--- config.mk ---
export PLATFORM = sky130hd
export DESIGN_NAME = elevator_scheduler
export DESIGN_NICKNAME = d
export VERILOG_FILES = /design/src/rtl/elevator_scheduler.sv
export SDC_FILE = /design/constraint.sdc
export NUM_CORES = 1
export LEC_CHECK = 0
export CORE_AREA = 2 2 62 64
export DETAILED_ROUTE_END_ITERATION = 16
export DIE_AREA = 0 0 64 66
export MAX_ROUTING_LAYER = met4
export PLACE_DENSITY = 0.73
export SLEW_MARGIN = 10
export SYNTH_ARGS = -nofsm -noshare
export SYNTH_HDL_FRONTEND = slang
export SYNTH_SLANG_ARGS = --single-unit
--- constraint.sdc ---
create_clock -name CLK -period 5.78 [get_ports CLK]
set_clock_uncertainty 0.2 [all_clocks]
set_input_delay 1.156 -clock CLK [delete_from_list [all_inputs] [get_ports CLK]]
set_output_delay 1.156 -clock CLK [all_outputs]
set_load 0.02 [all_outputs]
--- src/rtl/elevator_scheduler.sv ---
// Single-car elevator scheduler: latches floor calls, keeps travelling in one
// direction while calls remain ahead of the car, and services a door timer.
module elevator_scheduler #(
  parameter int NUM_FLOORS  = 8,
  parameter int FLOOR_W     = 3,
  parameter int MOVE_CYCLES = 3,
  parameter int DOOR_CYCLES = 4
) (
  input  logic                  CLK,
  input  logic                  RESET,
  input  logic [NUM_FLOORS-1:0] REQ,
  input  logic                  EMERG_STOP,
  output logic [FLOOR_W-1:0]    FLOOR,
  output logic                  DIR,
  output logic                  MOVING,
  output logic                  DOOR_OPEN,
  output logic [NUM_FLOORS-1:0] PENDING,
  output logic [1:0]            STATE
);

  localparam int MW =
    (MOVE_CYCLES > 1) ? $clog2(MOVE_CYCLES) : 1;
  localparam int DW =
    (DOOR_CYCLES > 1) ? $clog2(DOOR_CYCLES) : 1;
  localparam logic [MW-1:0] MLAST = MW'(MOVE_CYCLES - 1);
  localparam logic [DW-1:0] DLAST = DW'(DOOR_CYCLES - 1);

  typedef enum logic [1:0] {
    S_IDLE = 2'd0,
    S_MOVE = 2'd1,
    S_DOOR = 2'd2,
    S_HALT = 2'd3
  } state_t;

  state_t                  state_q, state_d;
  logic [FLOOR_W-1:0]      floor_q, floor_d;
  logic                    dir_q, dir_d;
  logic [NUM_FLOORS-1:0]   pend_q, pend_d;
  logic [MW-1:0]           mcnt_q, mcnt_d;
  logic [DW-1:0]           dcnt_q, dcnt_d;

  logic [FLOOR_W-1:0]      step_floor;
  logic [NUM_FLOORS-1:0]   here_m;
  logic [NUM_FLOORS-1:0]   step_m;
  logic [NUM_FLOORS-1:0]   clr_m;
  logic [NUM_FLOORS-1:0]   req_eff;
  logic                    door_kick;

  // Is any latched call strictly past floor f in the given direction?
  function automatic logic beyond(
    input logic [NUM_FLOORS-1:0] p,
    input logic [FLOOR_W-1:0]    f,
    input logic                  up
  );
    logic r;
    r = 1'b0;
    for (int i = 0; i < NUM_FLOORS; i++) begin
      if (p[i] && (up ? (i > int'(f)) : (i < int'(f))))
        r = 1'b1;
    end
    return r;
  endfunction

  function automatic logic [NUM_FLOORS-1:0] onehot(
    input logic [FLOOR_W-1:0] f
  );
    logic [NUM_FLOORS-1:0] m;
    m    = '0;
    m[f] = 1'b1;
    return m;
  endfunction

  assign step_floor = dir_q ? floor_q + FLOOR_W'(1)
                            : floor_q - FLOOR_W'(1);
  assign here_m     = onehot(floor_q);
  assign step_m     = onehot(step_floor);

  // A call for the floor whose door is open re-arms the door timer
  // instead of becoming a pending call.
  assign door_kick = (state_q == S_DOOR) && REQ[floor_q];
  assign req_eff   = (state_q == S_DOOR) ? (REQ & ~here_m) : REQ;

  // Next-state, counters and call clearing
  always_comb begin
    state_d = state_q;
    floor_d = floor_q;
    dir_d   = dir_q;
    mcnt_d  = mcnt_q;
    dcnt_d  = dcnt_q;
    clr_m   = '0;
    if (EMERG_STOP) begin
      state_d = S_HALT;
      mcnt_d  = '0;
      dcnt_d  = '0;
    end else begin
      unique case (state_q)
        S_IDLE: begin
          if (pend_q[floor_q]) begin
            state_d = S_DOOR;
            clr_m   = here_m;
            dcnt_d  = '0;
          end else if (|pend_q) begin
            if (!beyond(pend_q, floor_q, dir_q))
              dir_d = ~dir_q;
            state_d = S_MOVE;
            mcnt_d  = '0;
          end
        end
        S_MOVE: begin
          if (mcnt_q == MLAST) begin
            floor_d = step_floor;
            mcnt_d  = '0;
            if (pend_q[step_floor]) begin
              state_d = S_DOOR;
              clr_m   = step_m;
              dcnt_d  = '0;
            end else if (!beyond(pend_q, step_floor, dir_q)) begin
              state_d = S_IDLE;
            end
          end else begin
            mcnt_d = mcnt_q + MW'(1);
          end
        end
        S_DOOR: begin
          if (door_kick) begin
            dcnt_d = '0;
          end else if (dcnt_q == DLAST) begin
            state_d = S_IDLE;
            dcnt_d  = '0;
          end else begin
            dcnt_d = dcnt_q + DW'(1);
          end
        end
        S_HALT: begin
          state_d = S_IDLE;
        end
      endcase
    end
    pend_d = (pend_q | req_eff) & ~clr_m;
  end

  // State registers with asynchronous reset
  always_ff @(posedge CLK or posedge RESET) begin
    if (RESET) begin
      state_q <= S_IDLE;
      floor_q <= '0;
      dir_q   <= 1'b1;
      pend_q  <= '0;
      mcnt_q  <= '0;
      dcnt_q  <= '0;
    end else begin
      state_q <= state_d;
      floor_q <= floor_d;
      dir_q   <= dir_d;
      pend_q  <= pend_d;
      mcnt_q  <= mcnt_d;
      dcnt_q  <= dcnt_d;
    end
  end

  assign FLOOR     = floor_q;
  assign DIR       = dir_q;
  assign PENDING   = pend_q;
  assign STATE     = state_q;
  assign MOVING    = (state_q == S_MOVE);
  assign DOOR_OPEN = (state_q == S_DOOR);

endmodule

# ---- Word level (Yosys, flattened, before mapping)
# Index checks and enable logic that the tools add are counted.
dict set report classes {
  n_addsub 4
  bitwise 9
  order_cmp 32
  eq_ne 14
  mux 78
  reduce_logical 28
}
# op count
set op_table {}
lappend op_table {{$mux W1} 45}
lappend op_table {{$mux W8} 5}
lappend op_table {{$mux W2} 18}
lappend op_table {{$gt A3 B3 Y1 const A} 8}
lappend op_table {{$logic_and A1 B1 Y1} 19}
lappend op_table {{$lt A3 B3 Y1 const A} 6}
lappend op_table {{$and A8 B8 Y8} 2}
lappend op_table {{$not A8 Y8} 2}
lappend op_table {{$pmux W8 S2} 1}
lappend op_table {{$gt A2 B3 Y1 const A} 4}
lappend op_table {{$lt A1 B3 Y1 const A} 4}
lappend op_table {{$lt A2 B3 Y1 const A} 4}
lappend op_table {{$ne A3 B3 Y1 const B} 4}
lappend op_table {{$reduce_and A5 Y1} 2}
lappend op_table {{$bmux W1 S3} 3}
lappend op_table {{$ne A3 B2 Y1 const B} 3}
lappend op_table {{$eq A2 B2 Y1 const B} 4}
lappend op_table {{$lt A3 B4 Y1 const B} 2}
lappend op_table {{$ne A4 B4 Y1 const B} 2}
lappend op_table {{$or A8 B8 Y8} 1}
lappend op_table {{$pmux W2 S4} 1}
lappend op_table {{$reduce_or A8 Y1} 1}
lappend op_table {{$demux W1 S3} 2}
lappend op_table {{$ge A3 B1 Y1 const B} 2}
lappend op_table {{other kinds (14)} 20}
dict set report totals {
  wordCells 171
  input_bits 11
  reg_bits 18
  output_inout_bits 16
}

# ---- Depth between registers and ports, before layout
dict set report logic_depth {
  word_depth 22
  mapped_depth 10
  depth_no_buf 7
}

# ---- Worst setup path before layout
# OpenSTA, ideal clock, no wires.
dict set report synth_path {
  path_kind {register -> register}
  start {register floor_q[0] (netlist: FLOOR[0])}
  end {register pend_q[4] (netlist: PENDING[4])}
  setup_ns 0.143
  t_arrival_ns 2.662
  required_time_ns 5.437
  stages_incl_launch_ff 11
  setup_slack_ns 2.776
  cell_sequence {dfrtp_1 > buf_2 > inv_1 > clkbuf_1 > ha_1 > buf_2 > xor2_1 > or3b_2 > nor3_1 > a22o_1 > a21oi_1}
}
dict set report synth_via {
  elab_chain_cells 12
  word_cells_on_any_way 28
  classes_between {add/sub (2); order compare (4); mux (15); bitwise (5); reduce/logical (2)}
}
# element line
set synth_rtl {}
lappend synth_rtl {{start: declaration} 36} ;# logic [FLOOR_W-1:0] floor_q, floor_d;
lappend synth_rtl {{start signal: assignment} 153} ;# floor_q <= floor_d;
lappend synth_rtl {{$sub A3 B1 Y3 / $add A3 B1 Y3 (equally long branches)} {74, 73}}
lappend synth_rtl {{$mux W3} 73} ;# assign step_floor = dir_q ? floor_q + FLOOR_W'(1)
lappend synth_rtl {{$lt A3 B4 Y1 (implied by the code) / $ge A3 B1 Y1 (equally long branches)} 69} ;# m[f] = 1'b1;
lappend synth_rtl {{$logic_and A1 B1 Y1 (implied by the code)} 69}
lappend synth_rtl {{$mux W1 (implied by the code)} 69}
lappend synth_rtl {{$demux W1 S3} 69}
lappend synth_rtl {{$mux W8} 113} ;# if (pend_q[step_floor]) begin
lappend synth_rtl {{$mux W8} 110} ;# if (mcnt_q == MLAST) begin
lappend synth_rtl {{$pmux W8 S2} 96} ;# unique case (state_q)
lappend synth_rtl {{$mux W8} 91} ;# if (EMERG_STOP) begin
lappend synth_rtl {{$not A8 Y8} 139} ;# pend_d = (pend_q | req_eff) & ~clr_m;
lappend synth_rtl {{$and A8 B8 Y8 (*)} 139}
lappend synth_rtl {{net pend_d[4]} 38} ;# logic [NUM_FLOORS-1:0] pend_q, pend_d;
lappend synth_rtl {{end signal: assignment} 155} ;# pend_q <= pend_d;
lappend synth_rtl {{end: declaration} 38}
# The timed path passes the listed nets; every way through them passes the cells marked *. The select of a mux whose other input is x is not followed.
# A chain may end at the register's enable or synchronous reset.

# ---- Worst setup path in the final report
# Same ends and word-level chain as after synthesis.

==> results.json <==
{
  "slew_headroom_pct": 44.50,
  "fin_nets": 243,
  "cts_tree": "built",
  "post-route-period-util_pct": 60.33,
  "ctsHoldBuffers": 0,
  "async_flop_share_pct": 100.0,
  "report.final.slew_viol_count": 0,
  "timing.final.ws_setup_ps": 2293,
  "drt_iter0_drc": 211,
  "avgSynthCellArea_sq_um": 8.232,
  "die_height_microns": 66,
  "ys_types": 54,
  "synthFlopType": "dfrtp_1",
  "overflow": 0,
  "cts_root_buf": "clkbuf_4",
  "ant_nets": 0,
  "drc": 0,
  "p_per_area_mw_per_mm2": 186.7,
  "vias_per_cell": 6.391,
  "grt_pass1_wl_microns": 8176,
  "grt_use_total_pct": 25.27,
  "wl_microns": 4781,
  "initial_core_util_pct": 48.45,
  "multi_input_comb_area_sq_mm": 0.001186,
  "path_class": "reg2reg",
  "drt_first_pass_iters": 5,
  "grt_pass1_vias": 1644,
  "synth_edf_count": 0,
  "regArea_sq_um": 451.7,
  "fillers": 332,
  "htree_levels": 1,
  "cts_buffer_depth": 2,
  "core-area_sq_mm": 0.003551,
  "path_clk_slew_ps": 110,
  "hpwl_microns": 3407,
  "power.leakage_uw": 0.0007372,
  "rsz0062_at_grt": "false",
  "period_needed_ps": 3487,
  "dp_slack_ps": 2348,
  "post_drt_wl_per_cell_microns": 17.45,
  "ctsResizeCount": 0,
  "stdcell_area_sq_mm": 0.002024,
  "syn_nets": 225,
  "yosys_warnings": 0,
  "cp_max_fo": 25,
  "cp.arrival_ps": 3460,
  "clock-sinks": 18,
  "hold_path_class": "reg2reg",
  "num_vias": 1751,
  "grt_max_degree": 26,
  "utilization_pct": 57.01,
  "ioPinCount": 27,
  "cp-start-kind": "flop",
  "ys_seq_elements": 18,
  "worst_setup_path_end_kind": "flop",
  "status": "finished, final reports clean",
  "antenna_found_initial": 0,
  "dieArea_sq_mm": 0.004224,
  "hold_viol": 0,
  "dpl_cell_area_sq_mm": 0.001988,
  "post_synth_instance_area_sq_mm": 0.001720,
  "ys_seq_area_share_pct": 26.25,
  "postSynthCellCount": 209,
  "fmax_mhz": 286.8,
  "insertedDiodeCount": 0,
  "cp.required_ps": 5750,
  "cts_setup_buffers": 0,
  "drv_cap": 0,
  "insertion_delay_ps": 310,
  "cts_made_buffers": 3,
  "setup-violations-final": 0,
  "finalPower_uw": 377.9,
  "areaGrowthSynthToFinish_pct": 17.67,
  "place_congestion": 0.9528,
  "drive_above_1_share_pct": 8.407,
  "fin_tns_setup_ps": 0,
  "peakVddDrop_uv": 148.9,
  "portBuffers": 26,
  "die_w_microns": 64,
  "worst_pin_slew_ps": 832.5,
  "rows": 22
}
power by group:
part	leakage [uW]	switching, uW	internal (uW)
clock	0.0000210	43.2	38.5
sequential	0.000193	23.5	133
combinational	0.000523	79.7	59.9
total	0.000737	146	231
flip-flops by register name (all words and copies together), names as in the netlist:
name     flops
PENDING      8
FLOOR        3
STATE        2
dcnt_q       2
mcnt_q       2
DIR          1
per-stage QoR:
step / instances / hold WS, ps
6_report: 274 / 397.9
5_1_grt: 274 / 434.9
3_3_place_gp: 270 / 375.5
4_1_cts: 274 / 391.9
3_5_place_dp: 270 / 364.6
2_1_floorplan: 209 / 331.8
cell type report:
| class | count | share of cell area [%] |
|---|---|---|
| well taps | 48 | 2.967 |
| clock buffers | 4 | 1.792 |
| inverters | 8 | 1.483 |
| flip-flops and latches | 18 | 22.31 |
| repair buffers | 26 | 12.86 |
| multi-input cells | 170 | 58.59 |
placed cells by master, fill, tap and decap left out, types with 4 or more instances in the layout:
master / Yosys / final
nand2_1: 11 / 11
o21ai_0: 9 / 9
dfrtp_1: 17 / 17
mux2i_1: 7 / 7
a21oi_1: 22 / 22
nor3_1: 4 / 4
inv_1: 6 / 6
nor2b_1: 5 / 5
nand2b_1: 11 / 11
o211ai_1: 6 / 6
nand4_1: 5 / 5
clkdlybuf4s50_1: 0 / 26
mux4_2: 4 / 4
ha_1: 5 / 5
mux2_2: 4 / 4
nand3_1: 10 / 10
nor2_1: 15 / 15
per-layer routing:
layer	up-vias	routed length, microns	share of wire (%)	GRT usage [%]
li1	828	-	-	-
met4	0	123	2.6	9.239
met3	13	398	8.3	4.429
met5	-	0	0	-
met2	89	2039	43	36.59
met1	821	2219	46	35.41
cell usage after synthesis (4+ instances only):
cell type  count  area, sq um
a21oi_1       22        110.1
dfrtp_1       17        425.4
nor2b_1        5        31.28
o211ai_1       6        45.04
mux2i_1        7        70.07
mux4_2         4        90.09
ha_1           5        62.56
nand3_1       10        50.05
nand2_1       11        41.29
nand2b_1      11        68.82
inv_1          6        22.52
nor2_1        15        56.30
o21ai_0        9        45.04
nand4_1        5        31.28
clkbuf_1      10        37.54
mux2_2         4        45.04
nor3_1         4        20.02
critical path: stages (launching register included):
cell and delay, ps:
dfrtp_1 860, inv_1 420, ha_1 560, xor2_1 350
or3b_2 510, nor3_1 220, a22o_1 170, a21oi_1 60
path summary, 6_finish.rpt:
kind                                 from    endpoint  slack [ps]  cells after the start
min in group asynchronous           RESET    FLOOR[0]        1040                      2
max in group asynchronous           RESET    FLOOR[2]        3910                      2
worst min-delay path            dcnt_q[1]   dcnt_q[1]         400                      2
worst max-delay path             FLOOR[0]  PENDING[4]        2290                      7
worst min register to register  dcnt_q[1]   dcnt_q[1]         400                      2
worst max register to register   FLOOR[0]  PENDING[4]        2290                      7
logic make-up after synthesis:
kind of cell | synth area share [%]
buffers and inverters | 4.800
xor gates and xnor gates | 1.964
DFF | 26.25
adders and majority gates | 3.636
AOI/OAI and AO/OA | 26.62
and+or+nand+nor | 24.80
muxes | 11.93
Note: power is estimated with default switching activity, not from simulation.
